**src/rtl/lcd_pattern_gen_if.sv**
```systemverilog
// rtl/lcd_pattern_gen_if.sv - timing-generator pixel bus into the pattern generator and RGB565 out
interface lcd_pattern_gen_if;
  logic [9:0] x;
  logic [9:0] y;
  logic       de;
  logic       hsync;
  logic       vsync;
  logic       frame;
  logic [4:0] r;
  logic [5:0] g;
  logic [4:0] b;
  logic       de_o;
  logic       hsync_o;
  logic       vsync_o;

  modport master (
    output x, y, de, hsync, vsync, frame,
    input  r, g, b, de_o, hsync_o, vsync_o
  );

  modport slave (
    input  x, y, de, hsync, vsync, frame,
    output r, g, b, de_o, hsync_o, vsync_o
  );
endinterface

```
**src/rtl/lcd_pattern_gen.sv**
```systemverilog
// rtl/lcd_pattern_gen.sv - two-stage RGB565 test pattern source with debounced mode button and bouncing box
module lcd_pattern_gen #(
  parameter int SCREEN_W        = 800,
  parameter int SCREEN_H        = 480,
  parameter int BOX_SIZE        = 64,
  parameter int BOX_STEP        = 2,
  parameter int DEBOUNCE_CYCLES = 240000
) (
  input  logic                clk,
  input  logic                rst,
  input  logic                btn,
  output logic [1:0]          mode,
  lcd_pattern_gen_if.slave    bus
);
  localparam int LX = SCREEN_W - BOX_SIZE;
  localparam int LY = SCREEN_H - BOX_SIZE;
  localparam int CW = $clog2(DEBOUNCE_CYCLES + 1);

  logic          r_btn_s1, r_btn_s2, r_btn_db;
  logic [CW-1:0] r_db_cnt;
  logic [1:0]    r_mode_pending, r_mode;
  logic [9:0]    r_bx, r_by;
  logic          r_dx, r_dy;

  logic [4:0]    r_xg1;
  logic [5:0]    r_yg1;
  logic          r_de1, r_hs1, r_vs1, r_chk1, r_hit1;
  logic [2:0]    r_bar1;

  logic [4:0]    r_r, r_b;
  logic [5:0]    r_g;
  logic          r_de2, r_hs2, r_vs2;

  logic          w_db_done;
  logic [10:0]   w_bx_inc, w_by_inc;
  logic [2:0]    w_bar;
  logic          w_hit;
  logic [4:0]    w_r, w_b;
  logic [5:0]    w_g;

  assign w_db_done = (r_btn_s2 != r_btn_db) && (r_db_cnt == CW'(DEBOUNCE_CYCLES - 1));

  // The pending increment and the frame-time mode load share an edge, so mode sees the old value.
  always_ff @(posedge clk or posedge rst) begin
    if (rst) begin
      r_btn_s1       <= 1'b0;
      r_btn_s2       <= 1'b0;
      r_btn_db       <= 1'b0;
      r_db_cnt       <= '0;
      r_mode_pending <= 2'd0;
      r_mode         <= 2'd0;
    end else begin
      r_btn_s1 <= btn;
      r_btn_s2 <= r_btn_s1;
      if (r_btn_s2 == r_btn_db) begin
        r_db_cnt <= '0;
      end else if (w_db_done) begin
        r_db_cnt <= '0;
        r_btn_db <= r_btn_s2;
      end else begin
        r_db_cnt <= r_db_cnt + CW'(1);
      end
      if (w_db_done && r_btn_s2) r_mode_pending <= r_mode_pending + 2'd1;
      if (bus.frame) r_mode <= r_mode_pending;
    end
  end

  assign w_bx_inc = {1'b0, r_bx} + 11'(BOX_STEP);
  assign w_by_inc = {1'b0, r_by} + 11'(BOX_STEP);

  always_ff @(posedge clk or posedge rst) begin
    if (rst) begin
      r_bx <= 10'd0;
      r_by <= 10'd0;
      r_dx <= 1'b1;
      r_dy <= 1'b1;
    end else if (bus.frame) begin
      if (r_dx) begin
        if (w_bx_inc >= 11'(LX)) begin
          r_bx <= 10'(LX);
          r_dx <= 1'b0;
        end else begin
          r_bx <= w_bx_inc[9:0];
        end
      end else if (r_bx <= 10'(BOX_STEP)) begin
        r_bx <= 10'd0;
        r_dx <= 1'b1;
      end else begin
        r_bx <= r_bx - 10'(BOX_STEP);
      end
      if (r_dy) begin
        if (w_by_inc >= 11'(LY)) begin
          r_by <= 10'(LY);
          r_dy <= 1'b0;
        end else begin
          r_by <= w_by_inc[9:0];
        end
      end else if (r_by <= 10'(BOX_STEP)) begin
        r_by <= 10'd0;
        r_dy <= 1'b1;
      end else begin
        r_by <= r_by - 10'(BOX_STEP);
      end
    end
  end

  // Bar index is the count of 100-pixel thresholds passed, avoiding a divider.
  always_comb begin
    w_bar = 3'd0;
    for (int k = 1; k < 8; k++) begin
      if (bus.x >= 10'(100 * k)) w_bar = w_bar + 3'd1;
    end
  end

  assign w_hit = (bus.x >= r_bx) && ({1'b0, bus.x} < {1'b0, r_bx} + 11'(BOX_SIZE)) &&
                 (bus.y >= r_by) && ({1'b0, bus.y} < {1'b0, r_by} + 11'(BOX_SIZE));

  always_ff @(posedge clk or posedge rst) begin
    if (rst) begin
      r_xg1  <= 5'd0;
      r_yg1  <= 6'd0;
      r_de1  <= 1'b0;
      r_hs1  <= 1'b1;
      r_vs1  <= 1'b1;
      r_bar1 <= 3'd0;
      r_chk1 <= 1'b0;
      r_hit1 <= 1'b0;
    end else begin
      r_xg1  <= bus.x[9:5];
      r_yg1  <= bus.y[8:3];
      r_de1  <= bus.de;
      r_hs1  <= bus.hsync;
      r_vs1  <= bus.vsync;
      r_bar1 <= w_bar;
      r_chk1 <= bus.x[5] ^ bus.y[5];
      r_hit1 <= w_hit;
    end
  end

  always_comb begin
    w_r = 5'd0;
    w_g = 6'd0;
    w_b = 5'd0;
    if (r_de1) begin
      case (r_mode)
        2'd0: begin
          w_r = (r_bar1 == 3'd0 || r_bar1 == 3'd1 || r_bar1 == 3'd4 || r_bar1 == 3'd5) ? 5'd31 : 5'd0;
          w_g = (r_bar1 <= 3'd3) ? 6'd63 : 6'd0;
          w_b = (r_bar1 == 3'd0 || r_bar1 == 3'd2 || r_bar1 == 3'd4 || r_bar1 == 3'd6) ? 5'd31 : 5'd0;
        end
        2'd1: begin
          w_r = {5{r_chk1}};
          w_g = {6{r_chk1}};
          w_b = {5{r_chk1}};
        end
        2'd2: begin
          w_r = r_xg1;
          w_g = r_yg1;
          w_b = 5'd31 - r_xg1;
        end
        default: begin
          w_r = r_hit1 ? 5'd31 : 5'd0;
          w_b = r_hit1 ? 5'd0 : 5'd31;
        end
      endcase
    end
  end

  always_ff @(posedge clk or posedge rst) begin
    if (rst) begin
      r_r   <= 5'd0;
      r_g   <= 6'd0;
      r_b   <= 5'd0;
      r_de2 <= 1'b0;
      r_hs2 <= 1'b1;
      r_vs2 <= 1'b1;
    end else begin
      r_r   <= w_r;
      r_g   <= w_g;
      r_b   <= w_b;
      r_de2 <= r_de1;
      r_hs2 <= r_hs1;
      r_vs2 <= r_vs1;
    end
  end

  assign bus.r       = r_r;
  assign bus.g       = r_g;
  assign bus.b       = r_b;
  assign bus.de_o    = r_de2;
  assign bus.hsync_o = r_hs2;
  assign bus.vsync_o = r_vs2;
  assign mode        = r_mode;
endmodule

```
**src/flat_wrapper.sv**
```systemverilog
// flat-port wrapper written by rule: the top's interface ports become plain ports
module lcd_pattern_gen_flat 
#(
  parameter int SCREEN_W        = 800,
  parameter int SCREEN_H        = 480,
  parameter int BOX_SIZE        = 64,
  parameter int BOX_STEP        = 2,
  parameter int DEBOUNCE_CYCLES = 240000
)
  (clk, rst, btn, mode, bus_x, bus_y, bus_de, bus_hsync, bus_vsync, bus_frame, bus_r, bus_g, bus_b, bus_de_o, bus_hsync_o, bus_vsync_o);
  lcd_pattern_gen_if bus_i ();
  input  logic clk;
  input  logic rst;
  input  logic btn;
  output logic [1:0] mode;
  input wire logic [$bits(bus_i.x)-1:0] bus_x;
  input wire logic [$bits(bus_i.y)-1:0] bus_y;
  input wire logic [$bits(bus_i.de)-1:0] bus_de;
  input wire logic [$bits(bus_i.hsync)-1:0] bus_hsync;
  input wire logic [$bits(bus_i.vsync)-1:0] bus_vsync;
  input wire logic [$bits(bus_i.frame)-1:0] bus_frame;
  output wire logic [$bits(bus_i.r)-1:0] bus_r;
  output wire logic [$bits(bus_i.g)-1:0] bus_g;
  output wire logic [$bits(bus_i.b)-1:0] bus_b;
  output wire logic [$bits(bus_i.de_o)-1:0] bus_de_o;
  output wire logic [$bits(bus_i.hsync_o)-1:0] bus_hsync_o;
  output wire logic [$bits(bus_i.vsync_o)-1:0] bus_vsync_o;
  assign bus_i.x = bus_x;
  assign bus_i.y = bus_y;
  assign bus_i.de = bus_de;
  assign bus_i.hsync = bus_hsync;
  assign bus_i.vsync = bus_vsync;
  assign bus_i.frame = bus_frame;
  assign bus_r = bus_i.r;
  assign bus_g = bus_i.g;
  assign bus_b = bus_i.b;
  assign bus_de_o = bus_i.de_o;
  assign bus_hsync_o = bus_i.hsync_o;
  assign bus_vsync_o = bus_i.vsync_o;
  lcd_pattern_gen #(.SCREEN_W(SCREEN_W), .SCREEN_H(SCREEN_H), .BOX_SIZE(BOX_SIZE), .BOX_STEP(BOX_STEP), .DEBOUNCE_CYCLES(DEBOUNCE_CYCLES)) u_core (.clk(clk), .rst(rst), .btn(btn), .mode(mode), .bus(bus_i));
endmodule
```
**config.mk**
```make
export PLATFORM = sky130hd
export DESIGN_NAME = lcd_pattern_gen_flat
export DESIGN_NICKNAME = d
export VERILOG_FILES = /design/src/rtl/lcd_pattern_gen_if.sv /design/src/rtl/lcd_pattern_gen.sv /design/src/flat_wrapper.sv
export SDC_FILE = /design/constraint.sdc
export NUM_CORES = 1
export LEC_CHECK = 0
export BUFFER_PORTS_ARGS = -buffer_cell sky130_fd_sc_hd__buf_2
export CAP_MARGIN = 20
export CORE_MARGIN = 2
export CORE_UTILIZATION = 38
export DETAILED_ROUTE_END_ITERATION = 16
export HOLD_SLACK_MARGIN = 0.02
export PLACE_DENSITY = 0.63
export SLEW_MARGIN = 10
export SYNTH_ARGS = -nofsm -noshare
export SYNTH_HDL_FRONTEND = slang
export SYNTH_SLANG_ARGS = --single-unit
```
**constraint.sdc**
```tcl
create_clock -name clk -period 4.5 [get_ports clk]
set_clock_uncertainty 0.2 [all_clocks]
set_input_delay 0.45 -clock clk [delete_from_list [all_inputs] [get_ports clk]]
set_output_delay 0.45 -clock clk [all_outputs]
set_load 0.05 [all_outputs]
```
# Yosys cells after proc, flatten, opt, wreduce, memory -nomap -nowiden
# Index checks and enable logic that the tools add are counted.
[classes]
add_sub_neg = 15
order_cmp = 16
n_eq_ne = 10
n_mux = 32
bitwise_logic = 2
n_reduce_logical = 14
[op_table]
columns = ["operator", "n"]
rows = [
  ["$mux W10", 6],
  ["$mux W18", 2],
  ["$ge A10 B9 Y1 const B", 3],
  ["$mux W5", 6],
  ["$pmux W5 S3", 2],
  ["$add A10 B2 Y11 const B", 2],
  ["$add A10 B7 Y11 const B", 2],
  ["$lt A10 B11 Y1", 2],
  ["$ge A10 B10 Y1", 2],
  ["$ge A10 B10 Y1 const B", 2],
  ["$le A10 B2 Y1 const B", 2],
  ["$sub A10 B2 Y10 const B", 2],
  ["$add A18 B1 Y18 const B", 1],
  ["$eq A18 B18 Y1 const B", 1],
  ["$mux W3", 6],
  ["$pmux W6 S3", 1],
  ["$add A3 B1 Y3 const B", 5],
  ["$mux W6", 2],
  ["$ge A11 B10 Y1 const B", 1],
  ["$ge A11 B9 Y1 const B", 1],
  ["$ge A10 B7 Y1 const B", 1],
  ["$ge A10 B8 Y1 const B", 1],
  ["$eq A3 B3 Y1 const B", 3],
  ["$mux W1", 7],
  ["other kinds (17)", 26],
]
[word_totals]
reg_bits = 85
out_inout_bits = 21
word_cells = 113

# Depth between registers and ports, before layout
# Gate-level depths: netlist of the first run.
[depth]
depth_word = 14
ltp_mapped = 19
depth_no_buf = 18

# Worst setup path after synthesis of the first run
# OpenSTA, ideal clock, no wires.
[synth_path]
path_type = "in2reg"
startpoint = "input port bus_x[5]"
endpoint = "register u_core.r_bar1[2]"
t_arrival_ps = 3566
t_required_ps = 4164
path_slack_ps = 599
path_stages = 17
n_path_buf = 1
path_cell_list = "buf_2 -> nor3_1 -> o21ai_0 -> inv_1 -> ha_1 -> xor2_1 -> ha_1 -> xor2_1 -> mux2i_1 -> xor2_1 -> mux2_2 -> ha_1 -> nand2_1 -> nand3_1 -> ha_1 -> nand2_1 -> xor3_1"
[synth_between]
elab_chain_len = 14
word_cells_on_any_way = 20
[synth_rtl]
columns = ["item", "line", "source"]
rows = [
  ["start, declared", "flat_wrapper.sv:16", "input wire logic [$bits(bus_i.x)-1:0] bus_x;"],
  ["$ge A10 B7 Y1", "lcd_pattern_gen.sv:111", "if (bus.x >= 10'(100 * k)) w_bar = w_bar + 3'd1;"],
  ["$mux W1", "lcd_pattern_gen.sv:111", ""],
  ["$add A1 B1 Y2", "lcd_pattern_gen.sv:111", ""],
  ["$mux W3", "lcd_pattern_gen.sv:111", ""],
  ["$add A3 B1 Y3", "lcd_pattern_gen.sv:111", ""],
  ["$mux W3", "lcd_pattern_gen.sv:111", ""],
  ["$add A3 B1 Y3", "lcd_pattern_gen.sv:111", ""],
  ["$mux W3", "lcd_pattern_gen.sv:111", ""],
  ["$add A3 B1 Y3", "lcd_pattern_gen.sv:111", ""],
  ["$mux W3", "lcd_pattern_gen.sv:111", ""],
  ["$add A3 B1 Y3", "lcd_pattern_gen.sv:111", ""],
  ["$mux W3", "lcd_pattern_gen.sv:111", ""],
  ["$add A3 B1 Y3", "lcd_pattern_gen.sv:111", ""],
  ["$mux W3 *", "lcd_pattern_gen.sv:111", ""],
  ["net u_core.w_bar[2]", "lcd_pattern_gen.sv:36", "logic [2:0] w_bar;"],
  ["end signal, assigned", "lcd_pattern_gen.sv:134", "r_bar1 <= w_bar;"],
  ["end, declared", "lcd_pattern_gen.sv:28", "logic [2:0] r_bar1;"],
]
# The timed path passes the listed nets; every way through them passes the cells marked *.
# A chain may end at the register's enable or synchronous reset.

# Final worst setup path of the first run
[layout_path]
startpoint = "input port bus_x[7]"
endpoint = "register u_core.r_bar1[2]"
# Same word-level chain as after synthesis.

==> reports/qor.txt, run 1 <==
WP buf/inv -> 2
DRT Pass-1 Iters -> 4
Min Tclk post-route -> 3.94 ns
Area growth syn-to-layout -> 13.3%
Total gr overflow -> 0
Critical path's top delay family -> adder cells
Relative slew margins -> 44.1%
Final Setup Violations -> 0
Critical path peak fanout -> 10
Synth unique cells -> 70
Worst-Margin Slew -> 0.837 ns
Sequential Power Share -> 36.6%
Clk sinks -> 83
Slowest stage delay, CP -> 0.43 ns
Worst skew pair latency -> 0.34 ns
CTS buffer count -> 9
Clock buffer depth -> 2
Logic gate share of total power -> 38.7%
Dominant synthesized flop cell -> dfrtp_1
Outcome -> finished clean
Non-Filler Instances -> 751
Number of global-route vias before repair -> 3925
PortBufs -> 45
Setup TNS Final -> 0 ns
Share of post-route cells with drive strength above 1 -> 14.4%
Post-placement cell count -> 731
Asr flop ratio synth -> 100%
Pleak -> 2.61 nW
Multi-input gate area -> 2790 um^2
Initial antenna violation count -> 0
# diodes -> 0
Via count -> 4048
Die Ht -> 120 um
Filler cells -> 1321
Cell Int Power -> 1.74 mW
Post-DP HPWL -> 8090 um
Post-route ant nets -> 0
Yosys warning total -> 0
Max Fclk -> 254 MHz
Register bit count reported by yosys -> 83
CP arrival -> 3.96 ns
Largest net degree at the start of global routing -> 51
Required time worst endpoint -> 4.51 ns
Reg clk slew, reported paths -> 0.06 ns
Die ar. -> 14400 um^2
Power, Total -> 2.89 mW
Final Hold Violating Endpoints -> 0
Total track usage -> 16.4%
CP cell instances -> buf_2 -> nand2_1 -> o21ai_0 -> inv_1 -> ha_1 -> xor2_1 -> ha_1 -> xor2_1 -> mux2i_1 -> xor2_1 -> mux2_2 -> ha_1 -> nand2_1 -> nand3_1 -> ha_1 -> nand2_1 -> xor3_1
Mapped cell area -> 5100 um^2
RSZ-0062 raised after global routing -> false
Design area -> 5780 um^2
Placed inst area -> 5440 um^2
Row cnt -> 42
GP Congestion -> 0.861
Hold crit path type -> input port to asynchronous set/reset pin
Core Util, Final -> 43.8%
Final Max Tran Viols -> 0
Initial Utilization -> 38.7%
CP max stage cell -> ha_1
Switching power -> 1.15 mW
Most frequent cells in the layout -> 77 x dfrtp_1, 45 x buf_2, 44 x ha_1
Max_cap viols -> 0
Root buf cell -> clkbuf_16
Die width -> 120 um
Synthesized instance count -> 530
Sequential Area -> 2080 um^2
Startpoint types -> input port
Clk pwr share -> 24.7%
Total wire length -> 11000 um
CP Class -> input port to flip-flop
Core area -> 13200 um^2
Post-DR wirelength/cell -> 14.7 um
Most common cell on crit path -> ha_1
TritonCTS clock tree -> built
# resized after CTS -> 0
Synth Net Count -> 601
# Post-CTS Setup Buffers -> 0
Syn avg cell area -> 9.63 um^2
Sw frac -> 39.9%
First-pass GRT wire length -> 18900 um
Residual DRC -> 0
Most common cell after layout, fill and taps aside -> dfrtp_1
PD cells -> 500 nW/um^2
Drt via density -> 5.39
Sequential area share after synthesis -> 40.8%
CP Capture Type -> flip-flop
Final Cycle Share -> 87.7%
Ports -> 48
Fin nets -> 641
Iteration-0 DRC Markers -> 281
VDD IR-drop max -> 0.209 mV
Post-synth EDFFs -> 0
H-tree depth -> 3
-- synthesized netlist by cell type (all sizes together) (7+ instances only) --
cell,count,area share (%)
o21a,9,1.3
dfrtp,77,38
nand2,34,2.5
nand3,32,3.2
buf,16,1.9
a21oi,25,2.7
o21ai,35,3.5
inv,32,2.4
nor3,21,2.2
nor2,38,2.8
xor2,17,2.9
and3,8,0.98
ha,44,11
a31oi,7,1.2
xnor2,20,3.4
-- metal layers --
layer / up-vias / share of wire (%) / GRT usage [%]
met5: - / 0 / 0
met4: 0 / 1.9 / 6.18
met3: 20 / 4.2 / 3.94
met2: 78 / 47 / 26.2
met1: 1953 / 47 / 21.5
li1: 1997 / - / -
-- metrics by stage --
stage          hold slack [ns]  setup WS [ns]
2_1_floorplan            0.131          0.599
3_3_place_gp             0.144          0.376
3_5_place_dp             0.151          0.179
4_1_cts                 0.0405          0.541
5_1_grt                 0.0425          0.300
6_report                0.0471          0.556
-- worst reg2reg max path: cells and delay by family, from the launching register on --
kind	cells	cell delay (ns)
AOI/OAI and AO/OA	3	0.95
adders and majority gates	1	0.28
DFF	1	0.54
and+or+nand+nor	3	0.66
-- cells by family after synthesis --
logic type               share of synthesized area [%]
AND/OR/NAND/NOR                                   17.2
flip-flops                                        40.8
adder cells (fa/ha/maj)                           10.8
AO/OA/AOI/OAI                                     17.9
multiplexers                                      1.42
XOR/XNOR                                          7.25
buffers and inverters                             4.61
-- final timing paths --
kind                                 start                 end  slack (ns)  cells past startpoint
setup / recovery                  bus_x[7]    u_core.r_bar1[2]        0.56                     17
hold / removal                         rst     u_core.bus.b[0]        0.05                      2
setup reg to reg            u_core.r_by[1]      u_core.r_by[6]        1.77                      7
hold reg to reg            u_core.r_btn_s1     u_core.r_btn_s2        0.16                      0
max in group asynchronous              rst  u_core.bus.vsync_o        3.10                      3
min in group clk                  bus_y[8]     u_core.r_yg1[5]        0.05                      1
-- flip-flops by register name, summed over array words and instances, names as in the netlist, 2 cells and up --
| name | cells |
|---|---|
| u_core.bus.g | 6 |
| u_core.r_mode_pending | 2 |
| u_core.r_by | 9 |
| u_core.r_yg1 | 6 |
| u_core.r_db_cnt | 18 |
| u_core.r_bar1 | 3 |
| u_core.r_xg1 | 5 |
| u_core.bus.b | 5 |
| u_core.r_bx | 9 |
| u_core.bus.r | 5 |
| u_core.mode | 2 |
-- power by group through the flow --
stage	registers [mW]	clock network [mW]	logic [mW]
after floorplan	1.06	0	0.872
after global placement	1.06	0	1.08
after detailed placement	1.07	0	1.12
after CTS	1.05	0.736	1.13
after global routing	1.08	0.766	1.27
final	1.06	0.714	1.12
-- what timing repair did --
item | in CTS | in global routing
hold endpoints to repair | 4 | 0
hold buffers | 4 | 0
setup endpoints to repair | 0 | 0
-- cell type report --
class                           count  area share [%]
Clock inverter                      4           0.541
Tap cell                          176            3.81
Clock buffer                       12            4.61
Multi-Input combinational cell    394            48.2
Timing Repair Buffer               50            4.72
Sequential cell                    83            36.1
Inverter                           32            2.10
No activity file was read; power rests on OpenSTA's default activity.
==> run 2, diff against run 1 <==
--- a/config.mk
+++ b/config.mk
@@ -11,7 +11,7 @@
 export CORE_UTILIZATION = 38
 export DETAILED_ROUTE_END_ITERATION = 16
 export HOLD_SLACK_MARGIN = 0.02
-export PLACE_DENSITY = 0.63
+export PLACE_DENSITY = 0.65
 export SLEW_MARGIN = 10
 export SYNTH_ARGS = -nofsm -noshare
 export SYNTH_HDL_FRONTEND = slang
==> constraint.sdc (replaced) <==
create_clock -name clk -period 3.5 [get_ports clk]
set_clock_uncertainty 0.2 [all_clocks]
set_input_delay 0.875 -clock clk [delete_from_list [all_inputs] [get_ports clk]]
set_output_delay 0.875 -clock clk [all_outputs]
set_load 0.05 [all_outputs]
==> run 2 against run 1 <==
Net effect: the run now ends with negative setup slack left; first-iteration DRC count shrank 2.5%; count of clock-buffer cells in the layout grew 1; clock power grew 38%; critical path depth shrank 3; worst hold slack gained 0.11 ns; critical endpoint unchanged; largest power group unchanged; highest routed layer unchanged.
==> reports/qor.txt, run 2 (synthesis gave the netlist of run 1 again) <==
Clock buffer depth -> 2
Initial Utilization -> 38.7%
Total track usage -> 16.5%
Most common cell after layout, fill and taps aside -> dfrtp_1
Filler cells -> 1218
Die width -> 120 um
Post-DR wirelength/cell -> 14.9 um
Number of global-route vias before repair -> 4056
Min Tclk post-route -> 3.79 ns
Die Ht -> 120 um
Post-placement cell count -> 757
Max Fclk -> 264 MHz
First-pass GRT wire length -> 19400 um
Reg clk slew, reported paths -> 0.06 ns
Top reg by flops -> u_core.r_db_cnt
Ports -> 48
CP Class -> input port to flip-flop
Required time worst endpoint -> 3.50 ns
Non-Filler Instances -> 783
Total gr overflow -> 0
Die ar. -> 14400 um^2
WP buf/inv -> 1
DRT Pass-1 Iters -> 4
Final Setup Violations -> 2
Largest net degree at the start of global routing -> 54
Total wire length -> 11700 um
GP Congestion -> 0.881
Fin worst setup slack -> -0.291 ns
Outcome -> finished, violations left
Failing checks -> negative setup slack
Relative slew margins -> 48.8%
Post-Place Worst Slack -> -0.736 ns
Design area -> 6260 um^2
Regs by FF count -> u_core.r_db_cnt (18), u_core.r_bx (9), u_core.r_by (9)
Worst skew pair latency -> 0.33 ns
H-tree depth -> 3
Worst-Margin Slew -> 0.763 ns
CP Capture Type -> flip-flop
Critical path peak fanout -> 3
Largest register FFs -> 18
Drt via density -> 5.34
Placed inst area -> 5700 um^2
Share of post-route cells with drive strength above 1 -> 22.9%
Hold crit path type -> flip-flop to flip-flop
PD cells -> 625 nW/um^2
Max_cap viols -> 0
Setup TNS Final -> -0.577 ns
Core area -> 13200 um^2
TritonCTS clock tree -> built
Final Hold Violating Endpoints -> 0
Root buf cell -> clkbuf_16
Most frequent cells in the layout -> 77 x dfrtp_1, 40 x ha_1, 39 x buf_2
Critical path's top delay family -> XOR/XNOR gates
# diodes -> 0
CP arrival -> 3.79 ns
Residual DRC -> 0
RSZ-0062 raised after global routing -> true
VDD IR-drop max -> 0.258 mV
Final Max Tran Viols -> 0
Pleak -> 2.81 nW
Final Cycle Share -> 108%
Iteration-0 DRC Markers -> 274
Area growth syn-to-layout -> 22.6%
Post-DP HPWL -> 8210 um
CTS buffer count -> 9
Fin nets -> 673
CP cell instances -> buf_8 -> nor3_4 -> o21a_2 -> ha_4 -> xor2_4 -> ha_1 -> xor2_1 -> mux2i_1 -> xor2_1 -> mux2_4 -> ha_4 -> nand2_1 -> xnor3_1 -> xor3_1
Post-route ant nets -> 0
Slowest stage delay, CP -> 0.39 ns
Clk sinks -> 83
Row cnt -> 42
Via count -> 4182
PortBufs -> 45
CP max stage cell -> xor3_1
Startpoint types -> input port
Initial antenna violation count -> 0
[run 2: path summary, 6_finish.rpt]
kind	startpoint	end	slack, ns	cells after the start
setup / recovery	bus_x[9]	u_core.r_bar1[2]	-0.29	14
hold / removal	u_core.r_btn_s1	u_core.r_btn_s2	0.15	0
setup reg to reg	u_core.r_by[6]	u_core.r_hit1	0.83	9
hold reg to reg	u_core.r_btn_s1	u_core.r_btn_s2	0.15	0
max in group asynchronous	rst	u_core.r_dx	2.02	3
min in group asynchronous	rst	u_core.bus.r[0]	0.38	2
[run 2: layout make-up]
type,instances,area [um^2],area share (%)
Clock buffer,13,270,4.32
Inverter,32,121,1.94
Multi-Input combinational cell,394,2960,47.2
Clock inverter,3,45.0,0.719
Sequential cell,83,2080,33.3
Timing Repair Buffer,82,564,9.01
Tap cell,176,220,3.52
[run 2: through the flow]
stage	hold WS (ns)	power (mW)	util (%)
floorplan	0.131	2.51	-
global placement	0.140	2.79	43.2
detailed placement	0.142	2.85	43.2
CTS	0.156	3.89	46.7
global route	0.158	4.17	47.5
finish	0.153	3.91	47.5
[run 2: where the power goes]
group	switching [mW]	total, mW	leakage (nW)	internal, mW
combinational	0.910	1.56	1.63	0.653
sequential	0.243	1.36	1.03	1.12
clock	0.371	0.983	0.148	0.611
total	1.52	3.91	2.81	2.39
[run 2: worst register-to-register path, stage by stage (launching register included)]
cell and delay, ns:
dfrtp_1 0.48, inv_1 0.22, ha_1 0.33, inv_1 0.04
ha_1 0.28, a21oi_1 0.15, nor3_1 0.05, or2_2 0.27
a2111oi_0 0.36, and3b_1 0.21
[run 2: metal layers]
| layer | part of all wire, % | track usage [%] |
|---|---|---|
| met2 | 49 | 27.1 |
| met4 | 1.5 | 5.59 |
| met3 | 3.3 | 2.38 |
| met5 | 0 | 0 |
| met1 | 46 | 22.5 |
[run 2: what timing repair did]
action                     CTS  global route
setup buffers                8             3
resized for setup           20            18
setup endpoints to repair    2             2
hold buffers                 0             0
pin swaps                   12            13
==> run 3, diff against run 2 <==
--- a/config.mk
+++ b/config.mk
@@ -5,6 +5,7 @@
 export SDC_FILE = /design/constraint.sdc
 export NUM_CORES = 1
 export LEC_CHECK = 0
+export ABC_AREA = 1
 export BUFFER_PORTS_ARGS = -buffer_cell sky130_fd_sc_hd__buf_2
 export CAP_MARGIN = 20
 export CORE_MARGIN = 2
==> run 3 against run 2 <==
Net effect: non-clock buffer count unchanged; critical path depth increased by 9; synthesized cell count increased by 42%; critical endpoint unchanged; the flow now finishes without violations; worst hold slack got worse by 0.0039 ns.
==> reports/qor.txt, run 3 <==
Final Max Tran Viols -> 0
Sw frac -> 40.2%
Design area -> 6750 um^2
Ports -> 48
Sequential Power Share -> 33.2%
Die ar. -> 15600 um^2
Synthesized instance count -> 750
Final Cycle Share -> 98.5%
Clk pwr share -> 27.5%
Most frequent cells in the layout -> 153 x nand2_1, 108 x inv_1, 77 x dfrtp_1
Share of post-route cells with drive strength above 1 -> 19.6%
Fin nets -> 902
DRT Pass-1 Iters -> 5
Number of global-route vias before repair -> 4827
Main combinational cell family by area after synthesis -> simple AND/OR/NAND/NOR gates
Max_cap viols -> 0
Core Util, Final -> 46.8%
Critical path's top delay family -> simple AND/OR/NAND/NOR gates
Synth Area in Simple Gates -> 27.9%
CP cell instances -> buf_4 -> nor2_4 -> inv_2 -> nor2_4 -> o21ai_4 -> ha_2 -> or2_1 -> o21a_1 -> ha_4 -> or2_4 -> nand3_2 -> nand2_1 -> nand2_1 -> and2_4 -> ha_4 -> nand2_4 -> nand2_4 -> ha_4 -> nand2_2 -> inv_2 -> nand2_1 -> nand2_1 -> xor2_1
Worst-Margin Slew -> 0.659 ns
Most common cell after layout, fill and taps aside -> nand2_1
Logic gate share of total power -> 39.3%
Synth Net Count -> 821
Post-DR wirelength/cell -> 12.4 um
Total gr overflow -> 0
Reg clk slew, reported paths -> 0.06 ns
CTS buffer count -> 9
Post-Place Worst Slack -> -0.405 ns
Startpoint types -> input port
Dominant synthesized flop cell -> dfrtp_1
Most common cell on crit path -> nand2_1
WP depth -> 23
Required time worst endpoint -> 3.52 ns
Top-count cell post-synth -> nand2_1
PortBufs -> 45
Cts hold-fix bufs -> 0
Initial antenna violation count -> 0
Via count -> 5002
Hold crit path type -> flip-flop to flip-flop
Top reg by flops -> u_core.r_db_cnt
Ranking of synthesized cells by area -> dfrtp_1 35%, nand2_1 11%, ha_1 9.9%, inv_1 7.8%, nor2_1 4.8%
# diodes -> 0
PD cells -> 572 nW/um^2
Post-DP HPWL -> 9480 um
Pleak -> 3.43 nW
Relative slew margins -> 56.0%
Max Fclk -> 290 MHz
H-tree depth -> 3
Post-synthesis xor/xnor area fraction -> 4.09%
Row cnt -> 44
Sequential area share after synthesis -> 37.4%
Initial Utilization -> 38.6%
Total track usage -> 16.7%
CP Capture Type -> flip-flop
Register bit count reported by yosys -> 83
VDD IR-drop max -> 0.257 mV
Synth Area in Compound Gates -> 11.0%
Critical path peak fanout -> 3
Worst skew pair latency -> 0.35 ns
Core area -> 14400 um^2
Synth unique cells -> 42
TritonCTS clock tree -> built
Root buf cell -> clkbuf_16
Largest net degree at the start of global routing -> 49
Final Hold Violating Endpoints -> 0
Outcome -> finished clean
Residual DRC -> 0
Die width -> 125 um
Hold path depth -> 0
Iteration-0 DRC Markers -> 412
Placed inst area -> 6280 um^2
Min Tclk post-route -> 3.45 ns
FF-to-FF path depth -> 9
Multiplexer share of the synthesized area -> 0%
WP buf/inv -> 3
Clk sinks -> 83
Mapped cell area -> 5570 um^2
Drt via density -> 4.90
Total wire length -> 12700 um
Asr flop ratio synth -> 100%
Share of the synthesized area in the top cell type -> 34.6%
Fin worst setup slack -> 0.0516 ns
Cell Int Power -> 2.31 mW
Post-synth EDFFs -> 0
Die Ht -> 125 um
Largest register FFs -> 18
Most common library cells after synthesis -> 157 x nand2_1, 116 x inv_1, 77 x dfrtp_1, 71 x nor2_1, 51 x nand3_1
CP Class -> input port to flip-flop
CP max stage cell -> ha_4
GP Congestion -> 0.906
Post-synthesis adder-cell area fraction -> 9.89%
Clock buffer depth -> 2
Regs by FF count -> u_core.r_db_cnt (18), u_core.r_bx (9), u_core.r_by (9)
Post-route ant nets -> 0
Slowest stage delay, CP -> 0.25 ns
Final Setup Violations -> 0
Switching power -> 1.55 mW
Syn avg cell area -> 7.42 um^2
First-pass GRT wire length -> 21700 um
CP arrival -> 3.47 ns
RSZ-0062 raised after global routing -> true
Top cell type by total area after synthesis -> dfrtp_1
Area growth syn-to-layout -> 21.2%
Yosys warning total -> 0
-- run 3: changes by cell type after synthesis, sizes merged, moves of 14 or more --
| cell | change |
|---|---|
| nand4 | +14 |
| nand3 | +23 |
| nand2 | +130 |
| xnor2 | -15 |
| nor2 | +39 |
| inv | +91 |
| a21oi | +19 |
| o21ai | +19 |
-- run 3: area by class of cell --
cell class              instances  area [um^2]
inverters                     125          473
clock inverters                 6         96.3
fillers                      1424         7670
repair buffers                 82          529
well taps                     184          230
multi-input cells             530         3100
flip-flops and latches         83         2080
clock buffers                  10          239
-- run 3: power groups by stage --
stage               sequential (mW)  combinational, mW  clock (mW)
floorplan                      1.33               1.09           0
global placement               1.29               1.45           0
detailed placement             1.29               1.48           0
CTS                            1.28               1.49        1.10
global route                   1.30               1.75        1.13
finish                         1.28               1.52        1.06
-- run 3: repair_timing --
action                     in CTS  in global routing
resized for setup               1                 29
setup endpoints to repair       1                  2
buffers inserted                0                  2
pin swaps                       0                 13
-- run 3: worst register-to-register path, cell delays in order (launching register included) --
cell	delay [ns]
dfrtp_1	0.45
clkinv_1	0.27
ha_1	0.37
inv_1	0.04
ha_1	0.26
nand2_1	0.05
nor2_1	0.17
nand4_1	0.10
o21ai_0	0.18
nor3_1	0.07
-- run 3: path summary, 6_finish.rpt --
check	from	end	slack, ns
setup / recovery	bus_x[9]	u_core.r_bar1[2]	0.05
hold / removal	u_core.r_btn_s1	u_core.r_btn_s2	0.15
setup reg to reg	u_core.r_bx[6]	u_core.r_hit1	1.23
hold reg to reg	u_core.r_btn_s1	u_core.r_btn_s2	0.15
max in group asynchronous	rst	u_core.bus.r[4]	2.04
min in group asynchronous	rst	u_core.r_by[8]	0.40
-- run 3: cells by family after synthesis --
logic type / count (synthesis)
adders and majority gates: 44
AOI/OAI and AO/OA: 113
buffers and inverters: 137
xor gates and xnor gates: 26
DFF: 83
and+or+nand+nor: 347
-- run 3: metal layers --
| layer | global-route usage, % | wire (um) | part of all wire (%) | vias to the layer above |
|---|---|---|---|---|
| li1 | - | - | - | 2583 |
| met1 | 22.9 | 6230 | 49 | 2287 |
| met2 | 27.1 | 5720 | 45 | 110 |
| met3 | 3.42 | 514 | 4.1 | 22 |
| met4 | 4.51 | 215 | 1.7 | 0 |
| met5 | 0 | 0 | 0 | - |
-- run 3: stage by stage --
stage	instances	power, mW	hold slack, ns	TNS [ns]
detailed placement	1002	2.77	0.135	-0.641
finish	1020	3.86	0.149	0
global placement	1002	2.74	0.135	-0.552
CTS	1018	3.86	0.150	0
global route	1020	4.18	0.165	-0.0813
floorplan	750	2.42	0.131	-0.118
